**src/rtl/shifter_pkg.sv**
```systemverilog
// Shared definitions for the pipelined barrel shifter: shift-mode encodings.
package shifter_pkg;

  localparam int MODE_W = 2;

  typedef enum logic [MODE_W-1:0] {
    MODE_LSL = 2'b00,
    MODE_LSR = 2'b01,
    MODE_ASR = 2'b10,
    MODE_ROR = 2'b11
  } shift_mode_e;

endpackage

```
**src/rtl/mutex.sv**
```systemverilog
// Single-bit 2:1 selector: out follows b when selector is 1, otherwise a.
module mutex (
  input  logic a,
  input  logic b,
  input  logic selector,
  output logic out
);

  assign out = selector ? b : a;

endmodule

```
**src/rtl/pipelined_barrel_shifter.sv**
```systemverilog
// log2(WIDTH)-stage barrel shifter (LSL/LSR/ASR/ROR); stage k conditionally shifts by 2^k.
// The whole pipe advances or stalls together under a single valid/ready enable.
module pipelined_barrel_shifter
  import shifter_pkg::*;
#(
  parameter  int WIDTH = 8,
  localparam int SHW   = $clog2(WIDTH)
) (
  input  logic             clk,
  input  logic             rst_n,
  input  logic             in_valid,
  output logic             in_ready,
  input  logic [WIDTH-1:0] in_data,
  input  logic [SHW-1:0]   in_shamt,
  input  logic [1:0]       in_mode,
  output logic             out_valid,
  input  logic             out_ready,
  output logic [WIDTH-1:0] out_data,
  output logic             out_zero
);

  // Fixed-distance shift of one stage; ASR keeps the sign since every stage re-extends the MSB.
  function automatic logic [WIDTH-1:0] stage_shift(input logic [WIDTH-1:0] v,
                                                   input shift_mode_e      m,
                                                   input int               amt);
    logic signed [WIDTH-1:0] sv;
    sv = v;
    case (m)
      MODE_LSL: return v << amt;
      MODE_LSR: return v >> amt;
      MODE_ASR: return sv >>> amt;
      MODE_ROR: return (v >> amt) | (v << (WIDTH - amt));
      default:  return v;
    endcase
  endfunction

  logic en;

  // Stage registers; the final stage's data lives in out_data_p.
  logic [WIDTH-1:0] data_p  [SHW-1];
  shift_mode_e      mode_p  [SHW-1];
  logic [SHW-1:0]   shamt_p [SHW-1];
  logic [SHW-1:0]   vld_p;
  logic [WIDTH-1:0] out_data_p;

  // Per-stage combinational inputs and results.
  logic [WIDTH-1:0] src      [SHW];
  logic [WIDTH-1:0] shifted  [SHW];
  logic [WIDTH-1:0] nxt      [SHW];
  shift_mode_e      mode_src [SHW];
  logic             sel      [SHW];

  assign en        = !out_valid || out_ready;
  assign in_ready  = en;
  assign out_valid = vld_p[SHW-1];
  assign out_data  = out_data_p;
  assign out_zero  = ~|out_data_p;

  for (genvar k = 0; k < SHW; k++) begin : g_stage
    if (k == 0) begin : g_first
      assign src[k]      = in_data;
      assign mode_src[k] = shift_mode_e'(in_mode);
      assign sel[k]      = in_shamt[0];
    end else begin : g_next
      assign src[k]      = data_p[k-1];
      assign mode_src[k] = mode_p[k-1];
      assign sel[k]      = shamt_p[k-1][0];
    end

    assign shifted[k] = stage_shift(src[k], mode_src[k], 1 << k);

    for (genvar i = 0; i < WIDTH; i++) begin : g_bit
      mutex u_mux (
        .a        (src[k][i]),
        .b        (shifted[k][i]),
        .selector (sel[k]),
        .out      (nxt[k][i])
      );
    end
  end

  // ---- stage boundary: valid bits (control, async reset) ----
  always_ff @(posedge clk or negedge rst_n) begin
    if (!rst_n) begin
      vld_p <= '0;
    end else if (en) begin
      vld_p <= {vld_p[SHW-2:0], in_valid};
    end
  end

  // ---- stage boundary: inner data/mode/shamt registers ----
  // The shamt travels pre-shifted so each stage only ever looks at bit 0.
  always_ff @(posedge clk) begin
    if (en) begin
      for (int k = 0; k < SHW-1; k++) begin
        data_p[k] <= nxt[k];
        mode_p[k] <= mode_src[k];
      end
      shamt_p[0] <= in_shamt >> 1;
      for (int k = 1; k < SHW-1; k++) begin
        shamt_p[k] <= shamt_p[k-1] >> 1;
      end
    end
  end

  // ---- stage boundary: output register, cleared so out_data reads 0 in reset ----
  always_ff @(posedge clk or negedge rst_n) begin
    if (!rst_n) begin
      out_data_p <= '0;
    end else if (en) begin
      out_data_p <= nxt[SHW-1];
    end
  end

endmodule

```
**config.mk**
```make
export PLATFORM = sky130hd
export DESIGN_NAME = pipelined_barrel_shifter
export DESIGN_NICKNAME = d
export VERILOG_FILES = /design/src/rtl/shifter_pkg.sv /design/src/rtl/mutex.sv /design/src/rtl/pipelined_barrel_shifter.sv
export SDC_FILE = /design/constraint.sdc
export NUM_CORES = 1
export LEC_CHECK = 0
export CAP_MARGIN = 30
export CORE_UTILIZATION = 55
export CTS_BUF_LIST = sky130_fd_sc_hd__clkbuf_16
export CTS_CLUSTER_DIAMETER = 200
export DETAILED_ROUTE_END_ITERATION = 12
export GPL_TIMING_DRIVEN = 0
export PLACE_DENSITY = 0.83
export SKIP_LAST_GASP = 1
export SYNTH_ARGS = -nofsm -noshare
export SYNTH_HDL_FRONTEND = slang
export SYNTH_SLANG_ARGS = --single-unit
```
**constraint.sdc**
```tcl
create_clock -name clk -period 3.1 [get_ports clk]
set_input_delay 0.62 -clock clk [delete_from_list [all_inputs] [get_ports clk]]
set_output_delay 0.62 -clock clk [all_outputs]
set_load 0.005 [all_outputs]
```
Yosys cells after proc, flatten, opt, wreduce, memory -nomap -nowiden
Memory sizes are Yosys's and may differ from the RTL's.
Index checks and enable logic that the tools add are counted.
{"block": "op_classes", "addsub": 0, "multipliers": 0, "n_div": 0, "order_cmp": 0, "n_eq_ne": 9, "n_shift": 0, "n_mux": 29, "bitwise_logic": 3, "reduce_logical": 7}
{"op": "8-bit case mux with 4 select lines", "n": 3}
{"op": "1-bit two-way mux", "n": 26}
{"op": "2-bit == test (second input constant)", "n": 6}
{"op": "4-bit by 8-bit bitwise OR with 8-bit output", "n": 1}
{"op": "6-bit by 8-bit bitwise OR with 8-bit output", "n": 1}
{"op": "7-bit by 8-bit bitwise OR with 8-bit output", "n": 1}
{"op": "8-bit OR reduction", "n": 1}
{"op": "2-bit by 1-bit == test with 1-bit output (second input constant)", "n": 3}
{"op": "2-bit zero test", "n": 3}
{"op": "1-bit zero test", "n": 2}
{"op": "1-bit logical OR", "n": 1}
{"block": "word_totals", "register_bits": 11, "latch_bits": 0, "mem_bits_rw": 24, "rom_bits": 0, "inputBits": 17, "elab_cells": 53, "mem_count": 3}
{"name": "data_p", "words": 2, "word_bits": 8, "read_ports": 2, "rd_ports_with_merged_regs": 0, "wr": 2, "line": "pipelined_barrel_shifter.sv:40", "text": "logic [WIDTH-1:0] data_p [SHW-1];"}
{"name": "mode_p", "words": 2, "word_bits": 2, "read_ports": 2, "rd_ports_with_merged_regs": 0, "wr": 2, "line": "pipelined_barrel_shifter.sv:41", "text": "shift_mode_e mode_p [SHW-1];"}
{"name": "shamt_p", "words": 2, "word_bits": 2, "read_ports": 2, "rd_ports_with_merged_regs": 0, "wr": 2, "line": "pipelined_barrel_shifter.sv:42", "text": "logic [SHW-1:0] shamt_p [SHW-1];"}

Depth between registers and ports, before layout
Gate-level depths: netlist of run 1.
{"block": "logic_depth", "ltp_word": 4, "mapped_depth": 4, "mapped_depth_nobuf": 4}

By module
Synthesis of run 1 repeated with hierarchy kept, for this count alone.
{"block": "unflattened", "cells_unflattened": 109, "hier_area_um2": 1801.7}
{"mod": "pipelined_barrel_shifter", "n_inst": 1, "cells_per_inst": 85, "area_each_um2": 1441.4, "seq_area_each_um2": 965.9}
{"mod": "mutex", "n_inst": 24, "cells_per_inst": 1, "area_each_um2": 15.0, "seq_area_each_um2": 0.0}

Worst setup path after synthesis of run 1
Ideal clock, no wire load.
{"block": "synth_path", "kind": "input-to-output", "startpoint": "input out_ready", "endpoint": "output in_ready", "t_arrival_ns": 1.418, "path_slack_ns": 1.062, "stages": 2, "path_buffers": 0, "cell_sequence": "nor2b_1 -> clkinv_1"}
{"block": "synth_between", "elab_chain_cells": 1}
{"item": "start: declaration", "line": "pipelined_barrel_shifter.sv:17", "text": "input logic out_ready,"}
{"item": "1-bit logical OR", "line": "pipelined_barrel_shifter.sv:53", "text": "assign en = !out_valid || out_ready;"}
{"item": "end: declaration", "line": "pipelined_barrel_shifter.sv:12", "text": "output logic in_ready,"}
Every way passes these cells.

Worst setup path in the final report of run 1
Same ends and word-level chain as after synthesis.

==> results.py, run 1 <==
metrics = {
    "final_layout": {
        "diodes": 0,
        "syn_to_final_growth_pct": 27.7,
        "seqCellArea_um2": 966,
        "fill_cells": 201,
        "drive_gt1_share_pct": 8.89,
        "fin_nets": 196,
        "multi_input_area_um2": 606,
    },
    "grt": {
        "grt_pass1_vias": 1247,
        "grt_antenna_before_repair": 0,
        "grt_util_met1_pct": 20.0,
        "grt_use_total_pct": 22.3,
        "overflow": 0,
        "grtUsageMet3_pct": 6.74,
        "grt_max_degree": 34,
        "busiest_layer": "met2",
        "grt_pass1_wl_um": 5260,
        "grt_use_met2_pct": 43.7,
    },
    "setup_path": {
        "cp_top_family": "buffers and inverters",
        "path_class": "input port to output port",
        "cp_max_fo": 33,
        "rr_worst_depth": 3,
        "crit_slowest_cell": "clkdlybuf4s50_1",
        "setup.worst_path.start_class": "input port",
        "critPathCaptureType": "output port",
        "worst_ep_required_time_ns": 2.48,
        "cpPeakStageDelay_ns": 0.50,
        "r2r_start": "mode_p[0][2]$_DFFE_PP_",
        "regToRegSetupSlack_ns": 1.67,
        "worst-path-buf-inv": 3,
        "path_cells": "clkdlybuf4s50_1, nor2b_1, inv_4, clkdlybuf4s50_1",
        "timing.rr.end": "out_data[0]$_DFFE_PN0P_",
        "path_common_cell": "clkdlybuf4s50_1",
        "crit_arrival_ns": 2.08,
    },
    "timing": {
        "fmax_mhz": 371,
        "setup_viol": 0,
        "finalClockSkew_ns": 0.00617,
        "holdWs_ns": 0.423,
        "slew_viol_final": 0,
        "fin_crit_sh_pct": 87.0,
        "tightest_slew_ns": 0.480,
        "finalHoldViolations": 0,
        "grt_setup_unrepaired": "no",
        "slew_headroom_pct": 67.9,
        "postLayoutSetupSlackWorst_ns": 0.403,
        "fin_crit_ns": 2.70,
    },
    "hold_path": {
        "whs_path_depth": 0,
        "min_to": "shamt_p[0][2]$_DFFE_PP_",
        "worstHoldStart": "shamt_p[0][1]$_DFFE_PP_",
        "hold_class": "register to register",
    },
    "clock_tree": {
        "root_buffer": "clkbuf_16",
        "post_cts_buffers": 0,
        "cts_tree": "done",
        "cts.hold.buffers_added": 0,
        "cts_sinks": 34,
        "clockBufferDepth": 2,
        "clk-insertion-delay-late_ns": 0.27,
        "clkTransAtPathRegs_ns": 0.05,
        "htreeDepth": 2,
        "cts_buffers": 5,
    },
    "synth": {
        "synthDistinctLibCells": 30,
        "synthFlopType": "edfxtp_1",
        "synth_seq_cells": 34,
        "synth_area_leaders": "edfxtp_1 (43%), dfrtp_1 (17%), mux2i_1 (6.2%)",
        "postSynthCellCount": 145,
        "avgSynthCellArea_um2": 11.1,
        "synth-edff-count": 23,
        "ys_warn_count": 0,
        "synth_area_um2": 1620,
        "synth_seq_area_share_pct": 59.8,
        "synth_top_area_share_pct": 42.8,
        "syn_nets": 162,
        "yosys.area.top_type": "edfxtp_1",
        "async_flop_share_pct": 32.4,
    },
    "power": {
        "p_leak_nw": 0.808,
        "ir_drop_uv": 660,
        "total_power_w": 0.00166,
        "seq_power_share_pct": 45.6,
        "p_sw_w": 0.000472,
        "power_per_cell_area_nw_per_um2": 804,
        "power.share.clock_pct": 27.1,
        "p_comb_share_pct": 27.3,
        "swShare_pct": 28.4,
        "p_int_w": 0.00119,
    },
    "routing": {
        "remaining_drc_errors": 0,
        "vias_per_cell": 5.77,
        "drtPass1Iterations": 4,
        "wl_um": 3160,
        "route.antenna.remaining_nets": 0,
        "vias": 1217,
        "drt-wirelength-per-cell_um": 15.0,
        "first_iter_violations": 36,
    },
    "placement": {
        "dpl_worst_slack_ns": -0.320,
        "hpwl_um": 2250,
        "place.gp.congestion": 0.898,
        "io_buffers": 27,
    },
    "floorplanning": {
        "initial_core_util_pct": 58.6,
        "die_y_um": 56.2,
        "std_cell_rows": 19,
        "io_pins": 28,
        "dieArea_um2": 3160,
        "core_area_um2": 2760,
        "die-width_um": 56.2,
    },
    "run": {
        "drv_cap": 0,
    },
    "run_status": {
        "status": "completed",
    },
}
==> cell type report <==
cell class / instances / area share (%)
Multi-Input combinational cell: 100 / 29.4
Tap cell: 31 / 1.88
Clock inverter: 3 / 0.546
Buffer: 5 / 1.03
Inverter: 6 / 1.21
Clock buffer: 5 / 6.06
Sequential cell: 34 / 46.8
Timing Repair Buffer: 27 / 13.1
==> registers in the layout (all words and copies together) (netlist names) <==
signal    count
out_data      8
mode_p        4
shamt_p       3
data_p       16
vld_p         3
==> cells in the mapped netlist, types with 3 or more instances <==
cell	instances
o21ai_1	4
edfxtp_1	23
a21oi_1	12
nor2_1	15
a221oi_1	3
inv_1	5
mux2i_1	10
dfrtp_1	11
a2bb2oi_1	3
mux2_2	4
o21ai_0	10
nand2_1	20
==> cells by family after synthesis <==
| logic type | Yosys count | share of synthesized area [%] |
|---|---|---|
| DFF | 34 | 59.8 |
| AOI/OAI and AO/OA | 41 | 15.9 |
| and+or+nand+nor | 44 | 11.7 |
| muxes | 15 | 9.91 |
| buffers and inverters | 11 | 2.71 |
==> layer usage <==
layer	wire length, µm	vias up
met3	151	10
li1	-	601
met1	1150	567
met2	1780	39
met5	0	-
met4	80	0
==> repair_timing <==
item,4_1_cts,5_1_grt
endpoints found under the setup margin,1,1
endpoints found under the hold margin,0,0
pin swaps,0,0
gates resized for setup,1,1
==> worst max-delay path by stage <==
stage / start / end / slack (ns) / cells past startpoint
after detailed placement: out_ready / in_ready / -0.32 / 4
after floorplan: out_ready / in_ready / 1.06 / 2
after global placement: out_ready / in_ready / -0.28 / 4
final: out_ready / in_ready / 0.40 / 4
after CTS: out_ready / in_ready / 0.12 / 4
after global routing: out_ready / in_ready / 0.33 / 4
==> metrics by stage <==
step / setup TNS [ns] / instance area [µm²] / utilization (%) / std cells
2_1_floorplan: 0 / 1620 / - / 145
3_3_place_gp: -0.281 / 1920 / 69.8 / 203
5_1_grt: 0 / 2060 / 74.8 / 211
4_1_cts: 0 / 2060 / 74.8 / 211
3_5_place_dp: -0.320 / 1920 / 69.8 / 203
6_report: 0 / 2060 / 74.8 / 211
==> cells in the final DEF, fill, tap and decap left out <==
master / count
inv_4: 1
a221oi_2: 1
a21oi_1: 12
clkbuf_16: 5
nand3_1: 1
a31oi_1: 1
buf_1: 1
edfxtp_1: 23
buf_2: 2
o211ai_1: 1
nand2_1: 20
dfrtp_1: 11
nand2b_1: 1
clkbuf_1: 2
mux2_2: 4
mux2_4: 1
a2bb2oi_1: 3
o21ai_1: 4
o2bb2ai_1: 2
o22ai_1: 2
mux2i_1: 10
o21ai_0: 10
and3_1: 1
a21boi_0: 1
nor2_1: 15
a221oi_1: 3
nor2_2: 2
clkdlybuf4s50_1: 27
nor2b_1: 2
inv_1: 8
a22oi_1: 1
or4_1: 2
==> power groups by stage <==
stage               logic (W)  registers [W]  clock network [W]
finish               0.000452       0.000756           0.000450
global route         0.000498       0.000777           0.000476
CTS                  0.000454       0.000758           0.000457
detailed placement   0.000449       0.000763                  0
global placement     0.000431       0.000750                  0
floorplan            0.000243       0.000742                  0
No activity file was read; power rests on OpenSTA's default activity.
==> run 2: changes to the inputs <==
==> constraint.sdc (replaced) <==
create_clock -name clk -period 3.1 [get_ports clk]
set_input_delay 0.62 -clock clk [delete_from_list [all_inputs] [get_ports clk]]
set_output_delay 0.62 -clock clk [all_outputs]
set_load 0.01 [all_outputs]
==> results of run 2 <==
Same layout as run 1 (identical final DEF). Status: completed.
Among the figures that moved: setup slack after placement -0.320 ns -> -0.354 ns; setup slack after layout 0.403 ns -> 0.368 ns; total power 0.00166 W -> 0.00168 W; worst IR drop on VDD 660 µV -> 693 µV
==> run 3: changes to the inputs <==
--- a/config.mk
+++ b/config.mk
@@ -6,6 +6,7 @@
 export NUM_CORES = 1
 export LEC_CHECK = 0
 export CAP_MARGIN = 30
+export CORE_ASPECT_RATIO = 1.5
 export CORE_UTILIZATION = 55
 export CTS_BUF_LIST = sky130_fd_sc_hd__clkbuf_16
 export CTS_CLUSTER_DIAMETER = 200
@@ -13,6 +14,7 @@
 export GPL_TIMING_DRIVEN = 0
 export PLACE_DENSITY = 0.83
 export SKIP_LAST_GASP = 1
+export SLEW_MARGIN = 20
 export SYNTH_ARGS = -nofsm -noshare
 export SYNTH_HDL_FRONTEND = slang
 export SYNTH_SLANG_ARGS = --single-unit
==> run 3 against run 2 <==
  * Count of clock-buffer cells in the layout did not move
  * Final cell count rose by 3.3%
  * Die area rose by 0.13%
  * Design area rose by 3.3%
  * Clock power rose by 24%
  * Critical endpoint unchanged
  * Hold slack improved by 0.0085 ns
  * Utilization rose by 3.1 points
  * Highest routed layer unchanged
  * Register-to-register slack got worse by 0.03 ns
==> results.py, run 3 (synthesis gave the netlist of run 1 again) <==
metrics = {
    "timing": {
        "setup_viol": 0,
        "finalHoldViolations": 0,
        "fin_crit_sh_pct": 94.1,
        "fmax_mhz": 343,
        "postLayoutSetupSlackWorst_ns": 0.184,
        "slew_headroom_pct": 67.4,
        "slew_viol_final": 0,
        "setup-tns-final_ns": 0,
        "tightest_slew_ns": 0.487,
        "finalClockSkew_ns": 0.00380,
        "grt_setup_unrepaired": "no",
        "fin_crit_ns": 2.92,
        "holdWs_ns": 0.431,
    },
    "run_status": {
        "status": "completed",
    },
    "setup_path": {
        "setup.worst_path.start_class": "input port",
        "crit_arrival_ns": 2.30,
        "regToRegSetupSlack_ns": 1.64,
        "path_class": "input port to output port",
        "critPathCaptureType": "output port",
        "cp_max_fo": 23,
        "worst_ep_required_time_ns": 2.48,
    },
    "clock_tree": {
        "cts_sinks": 34,
        "post_cts_resized": 1,
        "cts_buffers": 5,
        "htreeDepth": 2,
        "post_cts_buffers": 0,
        "clk-insertion-delay-late_ns": 0.28,
        "cts_tree": "done",
        "root_buffer": "clkbuf_16",
        "cts.hold.buffers_added": 0,
        "clockBufferDepth": 2,
        "clkTransAtPathRegs_ns": 0.05,
    },
    "floorplanning": {
        "die_y_um": 68.4,
        "initial_core_util_pct": 59.1,
        "die-width_um": 46.3,
        "std_cell_rows": 23,
        "dieArea_um2": 3160,
        "core_area_um2": 2730,
        "io_pins": 28,
    },
    "routing": {
        "drt-wirelength-per-cell_um": 14.8,
        "drtPass1Iterations": 4,
        "wl_um": 3230,
        "top_layer_used": "met4",
        "vias": 1248,
        "vias_per_cell": 5.72,
        "route.met2.wl_um": 1890,
        "route.antenna.remaining_nets": 0,
        "wl_met3_um": 110,
        "remaining_drc_errors": 0,
        "first_iter_violations": 33,
        "wl_met1_um": 1110,
    },
    "grt": {
        "grt_use_total_pct": 25.8,
        "grt_antenna_before_repair": 0,
        "overflow": 0,
        "grt_pass1_wl_um": 5460,
        "grt_pass1_vias": 1211,
        "grt_max_degree": 24,
    },
    "placement": {
        "place.gp.congestion": 0.905,
        "io_buffers": 27,
        "hpwl_um": 2340,
        "dpl-instance-area_um2": 1960,
        "dpl_worst_slack_ns": -0.0145,
    },
    "final_layout": {
        "drive_gt1_share_pct": 11.0,
        "largest_reg_flops": 16,
        "final_common_cell": "clkdlybuf4s50_1",
        "fin_nets": 197,
        "final_cell_mix": "clkdlybuf4s50_1 (27), edfxtp_1 (23), nand2_1 (20)",
        "fin_area_um2": 2130,
        "final_util_pct": 77.9,
        "diodes": 0,
        "regMostFlops": "data_p",
        "syn_to_final_growth_pct": 31.9,
    },
    "power": {
        "power_per_cell_area_nw_per_um2": 850,
        "p_leak_nw": 0.819,
        "ir_drop_uv": 615,
    },
    "hold_path": {
        "hold_class": "register to register",
    },
    "run": {
        "drv_cap": 0,
    },
}
-- run 3: final cells by class --
type / instances / area [µm²]
clock buffers: 5 / 125
plain buffers: 5 / 21.3
multi-input cells: 100 / 606
repair buffers: 28 / 298
fillers: 172 / 603
flip-flops and latches: 34 / 966
inverters: 6 / 23.8
clock inverters: 3 / 45.0
well taps: 37 / 46.3
-- run 3: final timing paths --
| kind | from | to | cells after the start |
|---|---|---|---|
| worst max-delay path | out_ready | in_ready | 5 |
| worst min-delay path | shamt_p[0][1]$_DFFE_PP_ | shamt_p[0][2]$_DFFE_PP_ | 0 |
| worst max register to register | mode_p[0][1]$_DFFE_PP_ | data_p[0][11]$_DFFE_PP_ | 3 |
| worst min register to register | shamt_p[0][1]$_DFFE_PP_ | shamt_p[0][2]$_DFFE_PP_ | 0 |
| max in group asynchronous | rst_n | vld_p[1]$_DFFE_PN0P_ | 1 |
| min in group asynchronous | rst_n | out_data[5]$_DFFE_PN0P_ | 1 |
-- run 3: power by group --
part / total [W] / internal [W] / switching, W
Sequential: 0.000760 / 0.000651 / 0.000109
Clock: 0.000557 / 0.000378 / 0.000179
Combinational: 0.000494 / 0.000264 / 0.000230
-- run 3: per-stage QoR --
step	power, W	instances
detailed placement	0.00126	210
global placement	0.00121	209
global route	0.00191	218
CTS	0.00182	218
finish	0.00181	218
floorplan	0.00101	145
-- run 3: critical path: stages --
cell	delay [ns]
clkdlybuf4s50_1	0.40
nor2b_1	0.26
clkinv_2	0.28
buf_16	0.24
clkdlybuf4s50_1	0.49
-- run 3: metal layers --
layer | up-vias | GRT usage, %
li1 | 606 | -
met1 | 590 | 24.3
met2 | 42 | 47.2
met3 | 10 | 7.12
met4 | 0 | 15.4
met5 | - | 0
